File: config.mk
export PLATFORM = sky130hd
export DESIGN_NAME = trace_uart_tap
export DESIGN_NICKNAME = d
export VERILOG_FILES = /design/src/rtl/trace_uart_tap.sv
export SDC_FILE = /design/constraint.sdc
export NUM_CORES = 1
export LEC_CHECK = 0
export CAP_MARGIN = 10
export CORE_MARGIN = 4
export CORE_UTILIZATION = 65
export CTS_BUF_LIST = sky130_fd_sc_hd__clkbuf_4
export DETAILED_ROUTE_END_ITERATION = 10
export DONT_BUFFER_PORTS = 1
export GPL_TIMING_DRIVEN = 0
export HOLD_SLACK_MARGIN = 0.05
export PLACE_DENSITY = 0.85
export SLEW_MARGIN = 10
export SYNTH_ARGS = -nofsm -noshare
export SYNTH_HDL_FRONTEND = slang
export SYNTH_SLANG_ARGS = --single-unit
File: constraint.sdc
create_clock -name i_CLK -period 7.29 [get_ports i_CLK]
set_clock_uncertainty 0.05 [all_clocks]
set_input_delay 0.729 -clock i_CLK [delete_from_list [all_inputs] [get_ports i_CLK]]
set_output_delay 0.729 -clock i_CLK [all_outputs]
set_load 0.01 [all_outputs]
File: src/rtl/trace_uart_tap.sv
// rtl/trace_uart_tap.sv - trace tap: captures CPU state on PC change and streams
// 5-byte 8N1 records (A5, PC, INSTR hi, INSTR lo, flags) out of a UART pin
module trace_uart_tap #(
    parameter int CLKS_PER_BIT = 16,
    parameter int FIFO_DEPTH   = 8,
    parameter int ADDR_W       = 3
) (
    input  logic              i_CLK,
    input  logic              i_RST,
    input  logic              i_EN,
    input  logic [7:0]        i_PC,
    input  logic [15:0]       i_INSTR,
    input  logic              i_Z,
    input  logic              i_S,
    input  logic              i_C,
    input  logic              i_OF,
    output logic              o_TX,
    output logic              o_BUSY,
    output logic [ADDR_W:0]   o_LEVEL,
    output logic              o_OVF,
    output logic [7:0]        o_DROP_CNT
);

    localparam logic [1:0] S_IDLE  = 2'd0;
    localparam logic [1:0] S_START = 2'd1;
    localparam logic [1:0] S_DATA  = 2'd2;
    localparam logic [1:0] S_STOP  = 2'd3;

    localparam int TW = (CLKS_PER_BIT > 1) ? $clog2(CLKS_PER_BIT) : 1;
    localparam logic [TW-1:0]   T_LAST   = TW'(CLKS_PER_BIT - 1);
    localparam logic [ADDR_W:0] LVL_FULL = (ADDR_W + 1)'(FIFO_DEPTH);
    localparam logic [ADDR_W:0] LVL_ONE  = (ADDR_W + 1)'(1);

    logic [31:0]       mem [FIFO_DEPTH];
    logic [ADDR_W-1:0] wr_ptr;
    logic [ADDR_W-1:0] rd_ptr;
    logic [ADDR_W:0]   level;
    logic [7:0]        last_pc;
    logic              last_pc_valid;
    logic              ovf;
    logic [7:0]        drop_cnt;

    logic [1:0]        state;
    logic [TW-1:0]     timer;
    logic [2:0]        bit_idx;
    logic [2:0]        byte_idx;
    logic [39:0]       shift;
    logic              tx;

    logic              capture;
    logic              full;
    logic              pop;
    logic              push;
    logic              drop;
    logic [31:0]       record;
    logic [31:0]       head;

    assign capture = i_EN && (!last_pc_valid || (i_PC != last_pc));
    assign full    = (level == LVL_FULL);
    assign pop     = (state == S_IDLE) && (level != '0);
    // A full FIFO still accepts a push when the same edge frees a slot.
    assign push    = capture && (!full || pop);
    assign drop    = capture && !push;
    assign record  = {i_PC, i_INSTR, 4'b0000, i_Z, i_S, i_C, i_OF};
    assign head    = mem[rd_ptr];

    always_ff @(posedge i_CLK) begin
        if (push) begin
            mem[wr_ptr] <= record;
        end
    end

    always_ff @(posedge i_CLK or negedge i_RST) begin
        if (!i_RST) begin
            wr_ptr        <= '0;
            rd_ptr        <= '0;
            level         <= '0;
            last_pc       <= '0;
            last_pc_valid <= 1'b0;
            ovf           <= 1'b0;
            drop_cnt      <= '0;
        end else begin
            if (capture) begin
                last_pc       <= i_PC;
                last_pc_valid <= 1'b1;
            end else if (!i_EN) begin
                last_pc_valid <= 1'b0;
            end
            if (push) begin
                wr_ptr <= wr_ptr + 1'b1;
            end
            if (pop) begin
                rd_ptr <= rd_ptr + 1'b1;
            end
            if (push && !pop) begin
                level <= level + LVL_ONE;
            end else if (pop && !push) begin
                level <= level - LVL_ONE;
            end
            if (drop) begin
                ovf <= 1'b1;
                if (drop_cnt != 8'hFF) begin
                    drop_cnt <= drop_cnt + 8'd1;
                end
            end
        end
    end

    // Shift register holds the whole frame, sync byte lowest, so DATA just
    // streams bit 0 out and shifts right once per bit period.
    always_ff @(posedge i_CLK or negedge i_RST) begin
        if (!i_RST) begin
            state    <= S_IDLE;
            timer    <= '0;
            bit_idx  <= '0;
            byte_idx <= '0;
            shift    <= '0;
            tx       <= 1'b1;
        end else begin
            case (state)
                S_IDLE: begin
                    tx <= 1'b1;
                    if (pop) begin
                        shift    <= {head[7:0], head[15:8], head[23:16], head[31:24], 8'hA5};
                        timer    <= '0;
                        bit_idx  <= '0;
                        byte_idx <= '0;
                        state    <= S_START;
                    end
                end
                S_START: begin
                    tx <= 1'b0;
                    if (timer == T_LAST) begin
                        timer <= '0;
                        state <= S_DATA;
                    end else begin
                        timer <= timer + 1'b1;
                    end
                end
                S_DATA: begin
                    tx <= shift[0];
                    if (timer == T_LAST) begin
                        timer <= '0;
                        shift <= {1'b0, shift[39:1]};
                        if (bit_idx == 3'd7) begin
                            bit_idx <= '0;
                            state   <= S_STOP;
                        end else begin
                            bit_idx <= bit_idx + 3'd1;
                        end
                    end else begin
                        timer <= timer + 1'b1;
                    end
                end
                default: begin
                    tx <= 1'b1;
                    if (timer == T_LAST) begin
                        timer <= '0;
                        if (byte_idx == 3'd4) begin
                            state <= S_IDLE;
                        end else begin
                            byte_idx <= byte_idx + 3'd1;
                            state    <= S_START;
                        end
                    end else begin
                        timer <= timer + 1'b1;
                    end
                end
            endcase
        end
    end

    assign o_TX       = tx;
    assign o_BUSY     = (state != S_IDLE) || (level != '0);
    assign o_LEVEL    = level;
    assign o_OVF      = ovf;
    assign o_DROP_CNT = drop_cnt;

endmodule

# After elaboration in Yosys (flattened, before gate mapping)
# Memory sizes are Yosys's and may differ from the RTL's.
# Cells that the tools add are included.
dict set report word_totals {
  regBits 81
  latchBits 0
  ram_bits 224
  rom_bits 0
  in_bits 31
  output_inout_bits 15
  n_memories 1
}
# name depth width rd rd_ports_with_merged_regs write_ports line_no
set memory_table {}
lappend memory_table {mem 8 28 1 0 1 34} ;# logic [31:0] mem [FIFO_DEPTH];
dict set report classes {
  addsub 8
  n_mul 0
  n_div 0
  n_lt_le_gt_ge 0
  n_eq_ne 14
  shift 0
  n_mux 27
  bitwise_logic 1
  reduce_logical 24
}
# operator n
set ops {}
lappend ops {{$mux 40} 2}
lappend ops {{$pmux 40 s2} 1}
lappend ops {{$mux 4} 5}
lappend ops {{$mux 3} 5}
lappend ops {{$add 3x1->3 const B} 4}
lappend ops {{$pmux 3 s2} 2}
lappend ops {{$mux 2} 5}
lappend ops {{$ne 2x2->1 const B} 5}
lappend ops {{$add 4x1->4 const B} 2}
lappend ops {{$add 8x1->8 const B} 1}
lappend ops {{$eq 4x4->1 const B} 2}
lappend ops {{$ne 8x8->1} 1}
lappend ops {{$ne 8x8->1 const B} 1}
lappend ops {{$reduce_bool 2->1} 4}
lappend ops {{$eq 3x3->1 const B} 2}
lappend ops {{$logic_and 1x1->1} 6}
lappend ops {{$pmux 2 s3} 1}
lappend ops {{$mux 1} 5}
lappend ops {{$reduce_and 5->1} 1}
lappend ops {{$logic_not 1->1} 4}
lappend ops {{$reduce_and 4->1} 1}
lappend ops {{$reduce_bool 4->1} 1}
lappend ops {{$sub 4x1->4 const B} 1}
lappend ops {{$logic_or 1x1->1} 3}
lappend ops {{other kinds (9)} 9}

# Logic depth before layout (Yosys ltp)
# Gate-level depths: netlist of the first run.
dict set report depth {
  depth_word 8
  mapped_depth 15
}

# Worst setup path after synthesis of the first run
# Ideal clock, no wire load.
dict set report synth_timing {
  path_type {input to register}
  startpoint {input port i_PC[5]}
  endpoint {memory mem[0][0] (netlist bit) (enable)}
  setup_ns 0.484
  t_arrival_ns 4.019
  path_slack_ns 2.737
  cell_stages 5
  n_path_buf 0
  path_cell_list {xor2_1 > nor3_1 > nand4_1 > nand3_1 > nor4_1}
}
dict set report synth_between {
  elab_chain_cells 6
}
# element line_no
set synth_lines {}
lappend synth_lines {{from (decl)} 11} ;# input logic [7:0] i_PC,
lappend synth_lines {{$ne 8x8->1} 58} ;# assign capture = i_EN && (!last_pc_valid || (i_PC != last_pc));
lappend synth_lines {{$logic_or 1x1->1} 58}
lappend synth_lines {{$logic_and 1x1->1} 58}
lappend synth_lines {{$logic_and 1x1->1} 62} ;# assign push = capture && (!full || pop);
lappend synth_lines {{$mux 1} 68} ;# if (push) begin
lappend synth_lines {{$mux 1 (not written as such)} 69} ;# mem[wr_ptr] <= record;
lappend synth_lines {{to (decl)} 34}
# No other way between the ends.

# Final worst setup path of the first run
dict set report layout_timing {
  startpoint {register state[0]}
  endpoint {memory mem[2][8] (netlist bit) (enable)}
}
dict set report layout_between {
  elab_chain_cells 6
}
# element line_no
set layout_lines {}
lappend layout_lines {{from (decl)} 43} ;# logic [1:0] state;
lappend layout_lines {{from (signal assigned)} 113} ;# state <= S_IDLE;
lappend layout_lines {{from (signal assigned)} 128} ;# state <= S_START;
lappend layout_lines {{from (signal assigned)} 135} ;# state <= S_DATA;
lappend layout_lines {{$logic_not 2->1} 60} ;# assign pop = (state == S_IDLE) && (level != '0);
lappend layout_lines {{$logic_and 1x1->1} 60}
lappend layout_lines {{$logic_or 1x1->1} 62}
lappend layout_lines {{$logic_and 1x1->1} 62}
lappend layout_lines {{$mux 1} 68}
lappend layout_lines {{$mux 1 (not written as such)} 69}
# No other way between the ends.

==> results.py, run 1 <==
metrics = {
    "cts": {
        "cts.clk_slew.worst_paths_ns": 0.09,
        "clock_sinks": 301,
        "cts_tree": "done",
        "root_buffer": "clkbuf_4",
        "cts_buffer_depth": 3,
        "ctsResizeCount": 0,
        "cts_inserted_buffers": 76,
        "htree_levels": 3,
        "cts_setup_buffers": 0,
        "clk_latency_ns": 0.70,
    },
    "pwr": {
        "p_int_mw": 2.978,
        "peakVddDrop_uv": 258.3,
        "sw_frac_of_total": 0.2577,
        "power.clock.fraction": 0.346,
        "leakagePower_nw": 5.066,
        "combPwrFrac": 0.108,
        "power_density_nw_per_um2": 290.6,
        "power_switching_mw": 1.034,
        "seqPwrFrac": 0.547,
    },
    "die": {
        "dieArea_um2": 20930,
        "coreArea_um2": 18150,
        "pin_count": 46,
        "die_h_um": 144.7,
        "start_util": 0.6690,
        "die_x_um": 144.7,
        "rows": 49,
    },
    "timing": {
        "fin_crit_ns": 3.434,
        "setup_viol_count_final": 0,
        "hold_viol_final": 0,
        "fmax_mhz": 291.2,
        "worst_slew_pin_slew_ns": 0.8494,
        "slew_violations": 0,
        "maxSlewHeadroom": 0.4290,
        "rsz0062_at_grt": "false",
        "setup_ws_ns": 3.856,
        "finalCritPeriodShare": 0.4711,
        "tns_ns": 0,
    },
    "synthesis": {
        "synth_flop_cell": "edfxtp_1",
        "synth_area_leader_cell": "edfxtp_1",
        "synth_top_cells_by_area": "edfxtp_1 (55%), dfrtp_1 (16%), mux4_2 (10%), mux2_2 (3.2%), nand2_1 (2.0%)",
        "yosysTopAreaCellShare": 0.5541,
        "synth-seq-cells": 301,
        "syn_nets": 743,
        "yosysSeqAreaShare": 0.7129,
        "synthCells": 696,
        "synth_area_per_cell_um2": 17.44,
        "ys_warn_count": 0,
        "synth-edff-count": 224,
        "synth.most_common_cell": "edfxtp_1",
        "async_reset_ff_frac": 0.2558,
        "yosys.cell_types.count": 45,
        "synthTopCellsByCount": "edfxtp_1 (224), dfrtp_1 (76), nand2_1 (65), mux4_2 (56), mux2_2 (34)",
        "syn_area_um2": 12140,
    },
    "finish": {
        "area_growth_syn_to_layout_pct": 13.73,
        "seqCellArea_um2": 8655,
        "fin_cells": 1101,
        "final_nets": 855,
        "fin_util": 0.7608,
        "layout-drive-gt1-share": 0.3088,
        "fill_cells": 957,
        "multiInputGateArea_um2": 3271,
    },
    "setup_path": {
        "cp_cell_sequence": "inv_1, ha_1, buf_2, inv_1, nand3_2, nand3_1, nor3_2, buf_4, buf_4, buf_6",
        "cp.arrival_ns": 3.74,
        "crit_slowest_cell": "nor3_2",
        "critPathKind": "reg2reg",
        "cp-start-kind": "register",
        "worst-path-max-fanout": 10,
        "cpPeakStageDelay_ns": 0.64,
        "crit_path_end_kind": "register",
        "required_ns": 7.60,
    },
    "placed_design": {
        "port_buffers": 0,
        "place_ws_ns": 3.746,
        "place_inst": 944,
        "gp_congestion": 0.8538,
        "place_hpwl_um": 15920,
    },
    "grt": {
        "grt_pass1_wl_um": 40570,
        "grt_pass1_vias": 7447,
        "grt_util_all_layers": 0.2614,
        "grt_overflow": 0,
        "antenna_found_initial": 1,
        "grt_start_max_net_pins": 78,
    },
    "drt": {
        "dr.pass1.iters": 5,
        "drc": 0,
        "postRouteAntennaNets": 0,
        "wire_per_inst_um": 23.81,
        "drtIter0Drc": 714,
        "vias": 6917,
        "postRouteWirelength_um": 26220,
        "vias_per_cell": 6.282,
    },
    "flow_run": {
        "maxCapViolCount": 0,
    },
    "hold_path": {
        "hold_class": "in2reg",
    },
    "status": {
        "status": "complete, no violations",
    },
}
## registers in the layout, indices dropped and copies added, names as in the netlist
name	cells
mem	224
shift	36
last_pc	8
o_DROP_CNT	8
o_LEVEL	4
timer	4
bit_idx	3
byte_idx	3
rd_ptr	3
wr_ptr	3
state	2
last_pc_valid	1
o_OVF	1
o_TX	1
## stage by stage
stage	power (mW)	cell area, um2	hold slack (ns)
6_report	4.012	13810	0.08804
5_1_grt	4.190	13810	0.05643
4_1_cts	4.017	13800	0.05189
3_5_place_dp	2.630	12680	0.3854
3_3_place_gp	2.540	12430	0.3856
2_1_floorplan	2.442	12140	0.3834
## worst max-delay path, delay by kind of cell (launching register included)
family / cells / cell delay (ns)
simple gates: 3 / 1.23
buf+inv: 6 / 1.19
flops: 1 / 0.41
fa+ha+maj: 1 / 0.22
## power by group through the flow
| stage | logic [mW] | clock network, mW | registers [mW] |
|---|---|---|---|
| floorplan | 0.246 | 0 | 2.20 |
| global placement | 0.321 | 0 | 2.22 |
| detailed placement | 0.409 | 0 | 2.22 |
| CTS | 0.433 | 1.40 | 2.19 |
| global route | 0.463 | 1.52 | 2.21 |
| finish | 0.431 | 1.39 | 2.19 |
## layer usage
metal	GRT usage	part of all wire
met1	0.3449	0.38
met4	0.1065	0.025
met3	0.06704	0.081
met5	0	0
met2	0.4243	0.51
## final cells by class
cell class | instances | share of cell area
sequential | 301 | 0.6268
buffer | 38 | 0.01504
clock buffer | 113 | 0.06144
inverter | 15 | 0.004078
tap | 229 | 0.02075
clock inverter | 28 | 0.007884
multi-input combinational | 342 | 0.2369
antenna | 1 | 0.0001812
timing repair buffer | 34 | 0.02691
## layout by cell type (no fill, tap or decap), types with 4 or more instances in the layout
cell	count
a32oi_1	18
mux2_2	34
a211oi_1	7
clkinv_1	19
a21o_1	4
nand2_1	65
nor2_1	11
dfrtp_1	76
mux2i_1	4
mux4_2	56
clkbuf_1	11
nor3_1	5
dlygate4sd3_1	14
clkbuf_4	113
a21oi_1	5
a31oi_1	4
nand2b_1	4
buf_6	12
nand3_1	17
nor2b_1	7
ha_1	15
xnor2_1	11
inv_2	7
o21ai_0	28
xor2_1	9
edfxtp_1	224
nor3_2	4
buf_2	20
inv_1	14
nand4_1	4
buf_4	9
## repair_timing
item	4_1_cts	5_1_grt
endpoints found under the hold margin	126	0
hold buffers	15	0
endpoints found under the setup margin	0	0
## logic make-up (layout without fill, tap and decap cells)
kind of cell / count (synthesis) / count (layout) / share of synthesized area
flops: 301 / 301 / 0.7129
mux: 94 / 94 / 0.1387
xor+xnor: 20 / 20 / 0.01443
buf+inv: 53 / 228 / 0.02175
other cells: 0 / 1 / 0
simple gates: 135 / 135 / 0.05215
fa+ha+maj: 16 / 16 / 0.01711
compound gates: 77 / 77 / 0.04298
## path summary, 6_finish.rpt
kind | start | end | slack (ns) | depth (start not counted)
max in group asynchronous | i_RST | o_TX | 6.28 | 2
max reg2reg | state[0] | mem[2][8] | 3.86 | 10
min reg2reg | timer[3] | timer[3] | 0.43 | 1
max | state[0] | mem[2][8] | 3.86 | 10
min in group asynchronous | i_RST | wr_ptr[0] | 0.54 | 2
min | i_PC[6] | mem[6][26] | 0.09 | 0
Power figures use the tool's default switching activity.
==> run 2: changes to the inputs <==
--- a/config.mk
+++ b/config.mk
@@ -7,13 +7,13 @@
 export LEC_CHECK = 0
 export CAP_MARGIN = 10
 export CORE_MARGIN = 4
-export CORE_UTILIZATION = 65
+export CORE_UTILIZATION = 59
 export CTS_BUF_LIST = sky130_fd_sc_hd__clkbuf_4
 export DETAILED_ROUTE_END_ITERATION = 10
 export DONT_BUFFER_PORTS = 1
 export GPL_TIMING_DRIVEN = 0
 export HOLD_SLACK_MARGIN = 0.05
-export PLACE_DENSITY = 0.85
+export PLACE_DENSITY = 0.82
 export SLEW_MARGIN = 10
 export SYNTH_ARGS = -nofsm -noshare
 export SYNTH_HDL_FRONTEND = slang
==> constraint.sdc (replaced) <==
create_clock -name i_CLK -period 3.1 [get_ports i_CLK]
set_clock_uncertainty 0.05 [all_clocks]
set_input_delay 0.31 -clock i_CLK [delete_from_list [all_inputs] [get_ports i_CLK]]
set_output_delay 0.31 -clock i_CLK [all_outputs]
set_load 0.01 [all_outputs]
==> results.py, run 2 (synthesis gave the netlist of run 1 again) <==
metrics = {
    "pwr": {
        "p_int_mw": 7.081,
        "power_density_nw_per_um2": 673.5,
        "power.clock.fraction": 0.340,
        "peakVddDrop_uv": 436.9,
        "leakagePower_nw": 5.157,
        "power_switching_mw": 2.418,
        "combPwrFrac": 0.117,
        "seqPwrFrac": 0.543,
        "power_mw": 9.500,
        "sw_frac_of_total": 0.2546,
    },
    "timing": {
        "worst_slew_pin_slew_ns": 0.8419,
        "setup_viol_count_final": 0,
        "finalCritPeriodShare": 0.9415,
        "maxSlewHeadroom": 0.4345,
        "fin_crit_ns": 2.919,
        "slew_violations": 0,
        "rsz0062_at_grt": "false",
        "fmax_mhz": 342.6,
        "hold_viol_final": 0,
    },
    "finish": {
        "area_growth_syn_to_layout_pct": 16.19,
        "fin_cells": 1156,
        "regMostFlops": "mem",
        "layout-drive-gt1-share": 0.3085,
        "reg_top3": "mem (224), shift (36)",
        "fill_cells": 1206,
        "final_nets": 875,
        "multiInputGateArea_um2": 3312,
        "seqCellArea_um2": 8655,
        "largest_register_ffs": 224,
        "final_common_cell": "edfxtp_1",
        "final_cell_mix": "edfxtp_1 (224), clkbuf_4 (117), dfrtp_1 (76)",
        "fin_util": 0.6971,
    },
    "drt": {
        "wire_per_inst_um": 22.14,
        "top_layer_used": "met4",
        "met2_length_um": 13410,
        "dr.pass1.iters": 5,
        "wirelength_met1_um": 9769,
        "drtIter0Drc": 603,
        "vias": 6901,
        "postRouteWirelength_um": 25590,
        "wl_met3_um": 1973,
        "vias_per_cell": 5.970,
        "postRouteAntennaNets": 0,
        "drc": 0,
    },
    "setup_path": {
        "worst-path-max-fanout": 10,
        "cp_cell_sequence": "inv_1, ha_1, buf_4, inv_2, nand3_4, nand3_4, buf_4, nor3_2, buf_4, buf_4",
        "cp_top_family": "buffers and inverters",
        "cp_common_cell": "buf_4",
        "worstRegToRegCells": 10,
        "cpPeakStageDelay_ns": 0.48,
        "crit_slowest_cell": "nor3_2",
        "required_ns": 3.38,
        "cp.arrival_ns": 3.20,
        "cp-start-kind": "register",
        "cp.depth": 10,
        "crit_buf_inv": 6,
        "crit_path_end_kind": "register",
        "critPathKind": "reg2reg",
    },
    "grt": {
        "grt_pass1_vias": 7374,
        "antenna_found_initial": 1,
        "grt_util_all_layers": 0.2363,
        "grt_start_max_net_pins": 78,
        "grt_pass1_wl_um": 40590,
        "grt_overflow": 0,
    },
    "die": {
        "dieArea_um2": 22940,
        "die_h_um": 151.4,
        "die_x_um": 151.4,
        "start_util": 0.6000,
        "coreArea_um2": 20230,
        "rows": 52,
        "pin_count": 46,
    },
    "placed_design": {
        "place_inst": 982,
        "port_buffers": 0,
        "place_hpwl_um": 15790,
        "gp_congestion": 0.8474,
    },
    "cts": {
        "clk_latency_ns": 0.67,
        "cts_buffer_depth": 3,
        "cts.clk_slew.worst_paths_ns": 0.06,
        "clock_sinks": 301,
        "cts_tree": "done",
        "root_buffer": "clkbuf_4",
        "cts_inserted_buffers": 76,
        "htree_levels": 3,
    },
    "flow_run": {
        "maxCapViolCount": 0,
    },
    "status": {
        "status": "complete, no violations",
    },
    "hold_path": {
        "hold_class": "in2async",
    },
}
[run 2: worst paths after layout]
path	from	to	slack, ns
max	state[0]	mem[6][4]	0.18
max reg2reg	state[0]	mem[6][4]	0.18
max in group asynchronous	i_RST	wr_ptr[0]	2.48
min reg2reg	shift[11]	shift[11]	0.43
min in group i_CLK	i_PC[3]	o_DROP_CNT[0]	0.20
min	i_RST	o_LEVEL[1]	0.20
[run 2: area by class of cell]
class | count | share of cell area
Antenna cell | 1 | 0.0001774
Buffer | 38 | 0.01490
Clock buffer | 117 | 0.06227
Tap cell | 270 | 0.02395
Multi-Input combinational cell | 342 | 0.2348
Clock inverter | 18 | 0.004967
Inverter | 15 | 0.003991
Timing Repair Buffer | 54 | 0.04142
Sequential cell | 301 | 0.6135
[run 2: timing repair]
item | in CTS | in global routing
endpoints found under the hold margin | 311 | 0
hold buffers | 31 | 0
endpoints found under the setup margin | 68 | 7
gates resized for setup | 5 | 1
pin swaps | 0 | 3
buffers inserted | 0 | 7
[run 2: per-stage QoR]
step / hold slack, ns / TNS, ns / worst slack, ns / cell area, um2
floorplan: -0.03559 / -66.83 / -0.7053 / 12150
global placement: -0.03265 / -383.10 / -2.709 / 12490
detailed placement: -0.03323 / -8.796 / -0.3537 / 12750
CTS: 0.1521 / 0 / 0.04948 / 14050
global route: 0.1908 / 0 / 0.03045 / 14110
finish: 0.1981 / 0 / 0.1813 / 14110
[run 2: power groups by stage]
stage | clock network [mW] | logic [mW] | registers [mW]
after floorplan | 0 | 0.581 | 5.17
after global placement | 0 | 0.764 | 5.22
after detailed placement | 0 | 0.977 | 5.24
after CTS | 3.29 | 1.08 | 5.16
after global routing | 3.55 | 1.20 | 5.20
final | 3.23 | 1.11 | 5.16
[run 2: layer usage]
metal | global-route usage | up-vias
met2 | 0.3999 | 284
li1 | - | 3040
met3 | 0.04937 | 33
met5 | 0 | -
met1 | 0.3082 | 3544
met4 | 0.08069 | 0
[run 2: worst reg2reg max path: stages, from the launching register on]
cell and delay (ns):
dfrtp_1 0.40, inv_1 0.12, ha_1 0.24, buf_4 0.19, inv_2 0.07, nand3_4 0.14
nand3_4 0.11, buf_4 0.19, nor3_2 0.48, buf_4 0.33, buf_4 0.25
==> RTL edit, RTL diff (flow settings as in run 2) <==
The parameter `CLKS_PER_BIT` goes from 16 to 32.
--- a/src/rtl/trace_uart_tap.sv
+++ b/src/rtl/trace_uart_tap.sv
@@ -2,5 +2,5 @@
 // 5-byte 8N1 records (A5, PC, INSTR hi, INSTR lo, flags) out of a UART pin
 module trace_uart_tap #(
-    parameter int CLKS_PER_BIT = 16,
+    parameter int CLKS_PER_BIT = 32,
     parameter int FIFO_DEPTH   = 8,
     parameter int ADDR_W       = 3
Function: same outputs for any inputs over 10 cycles, from zero or initial values and one cycle with i_RST low; that may be too few to reach the edited logic, so the function may still have changed.
==> RTL edit against run 2 <==
Final area grew 0.76%; worst hold slack lost 32 ps; synthesized area grew 0.31%; sequential cell count up 1; global-route usage up 0.46 points; worst setup slack got worse by 29 ps; fmax is 0.99% lower; sequential share of layout area fell by 0.29 points; wire length grew 2.6%; critical path depth grew 4; die area grew 0.30%.
Power is not compared: it rests on default switching activity, and its combinational part moved more than twofold at a synthesized area within 25%.
==> RTL edit: results (changes against run 2) <==
- The flow ran to the end, and the final reports show no timing, DRC or antenna violations.
- The number of iterations in the first detailed-routing pass was 6 (+1).
- In the synthesized netlist the dominant register cell turns out to be sky130_fd_sc_hd__edfxtp_1.
- The largest driver fanout on the critical path was 10 (unchanged).
- The number of synthesis warnings came to 0 (unchanged).
- The average wire per standard cell is 22.3 microns (+0.51%).
- The largest net degree at the start of global routing was 79 (+1.3%).
- The routability congestion estimate was 0.821 (-3.1%).
- The min-delay analysis places its worst path in the category in2reg.
- The sequential area share after synthesis was 71.3% (about the same).
- The later pin in the worst-skew pair is clocked with a latency of 660 ps.
- The standard cell area after detailed placement is 12,900 sq um (+1.3%).
- The count of cell types in the netlist was 41 (-8.9%).
- The initial detailed-routing violation count is 810 (+34%).
- The number of nets in the finished design is 898 (+2.6%).
- The highest-delay cell along the critical path is sky130_fd_sc_hd__dfrtp_1.
- The transition time of the tightest slew-check pin is 891 ps (+49.1 ps).
- The number of enable flip-flop cells after synthesis is 224 (unchanged).
- The count of final max-slew check failures was 0 (unchanged).
- The number of antenna violations at the first check in global routing is 1 (unchanged).
- The number of input and output port buffers inserted is 0 (unchanged).
- The static leakage is 5.20 nW.
- The number of nets in the synthesized netlist is 766 (+3.1%).
- The global-route wire length before repair is 41,300 microns (+1.8%).
- The via count is 7,072 (+2.5%).
- The critical path arrival is 3430 ps (+230 ps).
- The total half-perimeter wirelength after legalization and detailed placement is 16,300 microns (+3.2%).
- The total net switching power is 4.47 mW.
- The delay of the slowest cell on the worst path is 420 ps (-60 ps).
- The share of flip-flops with an asynchronous set or reset after synthesis came to 25.8% (+0.25 points).
- Ranked by total cell area, the synthesized netlist is headed by sky130_fd_sc_hd__edfxtp_1 55%, sky130_fd_sc_hd__dfrtp_1 16%, sky130_fd_sc_hd__mux4_2 10%.
- Sorting the synthesized cells by how often they occur yields 224 x sky130_fd_sc_hd__edfxtp_1, 77 x sky130_fd_sc_hd__dfrtp_1, 58 x sky130_fd_sc_hd__nand2_1, 56 x sky130_fd_sc_hd__mux4_2, 42 x sky130_fd_sc_hd__o21ai_0.
- The global-route usage over all layers came to 24.1% (+0.46 points).
- The share of layout cells above drive strength 1 is 27.3% (-3.6 points).
- The via count of the first global-routing pass is 7,576 (+2.7%).
- The CTS H-tree depth is 3 (unchanged).
- The number of clock buffers inserted by TritonCTS is 75 (-1.3%).
- The kind of cell with the highest combined delay along the critical path is adder cells.
[RTL edit: cell types whose count changed after synthesis, sizes merged, moves of 14 or more]
| cell | change |
|---|---|
| a21oi | +25 |
| mux2i | +25 |
| nor2 | +22 |
| a32oi | -18 |
| mux2 | -17 |
| o21ai | +14 |
[RTL edit: per-stage QoR]
step	utilization (%)	TNS [ps]	setup WS (ps)	instances	hold WS (ps)
floorplan	-	-88580	-396	718	-35.6
global placement	61.9	-468620	-2140	988	-29.6
detailed placement	63.6	-7410	-587	1011	-29.3
CTS	69.9	0	63.4	1179	79.3
global route	70.0	0	13.6	1180	152
finish	70.0	0	152	1180	166
[RTL edit: logic make-up (layout without fill, tap and decap cells)]
group | Yosys count | after routing | synth area share (%)
simple gates | 142 | 142 | 5.34
mux | 102 | 102 | 14.3
buf+inv | 46 | 237 | 1.57
other cells | 0 | 1 | 0
flops | 302 | 302 | 71.3
compound gates | 85 | 85 | 3.93
xor+xnor | 24 | 24 | 1.73
fa+ha+maj | 17 | 17 | 1.81
[RTL edit: worst paths after layout]
path / cells after the start / slack, ps / to / from
min: 5 / 170 / wr_ptr[0] / i_PC[0]
max reg2reg: 14 / 150 / o_LEVEL[3] / state[1]
min reg2reg: 2 / 430 / shift[3] / shift[3]
min in group asynchronous: 2 / 180 / shift[29] / i_RST
max: 14 / 150 / o_LEVEL[3] / state[1]
max in group asynchronous: 2 / 2440 / last_pc[4] / i_RST
[RTL edit: worst min-delay path, cell delays in order]
cell and delay (ps):
sky130_fd_sc_hd__xnor2_1 60, sky130_fd_sc_hd__nand2_1 110, sky130_fd_sc_hd__o31ai_4 100, sky130_fd_sc_hd__nor2_4 160, sky130_fd_sc_hd__xor2_1 90
[RTL edit: repair_timing]
item / CTS / global route
hold buffers: 31 / 0
endpoints found under the hold margin: 321 / 0
pin swaps: 1 / 1
resized for setup: 5 / 4
buffers inserted: 1 / 0
endpoints found under the setup margin: 82 / 1
[RTL edit: final cells by class]
cell class	count	area [sq um]
well taps	270	338
clock buffers	113	848
repair buffers	55	606
clock inverters	23	90.1
multi-input cells	370	3450
inverters	9	33.8
flip-flops and latches	302	8680
plain buffers	37	168
fillers	1210	6090
diodes	1	2.50
[RTL edit: power by group through the flow]
stage / registers (mW) / logic, mW / clock network, mW
finish: 5.72 / 4.30 / 3.20
global route: 5.78 / 4.67 / 3.52
CTS: 5.70 / 4.25 / 3.25
detailed placement: 5.77 / 4.10 / 0
global placement: 5.74 / 3.67 / 0
floorplan: 5.65 / 2.93 / 0
[RTL edit: per-layer routing]
layer / up-vias / GRT usage [%] / routed length (microns)
met2: 370 / 40.0 / 13700
met1: 3574 / 31.3 / 10000
met4: 0 / 10.2 / 562
li1: 3082 / - / -
met5: - / 0 / 0
met3: 46 / 5.09 / 1950
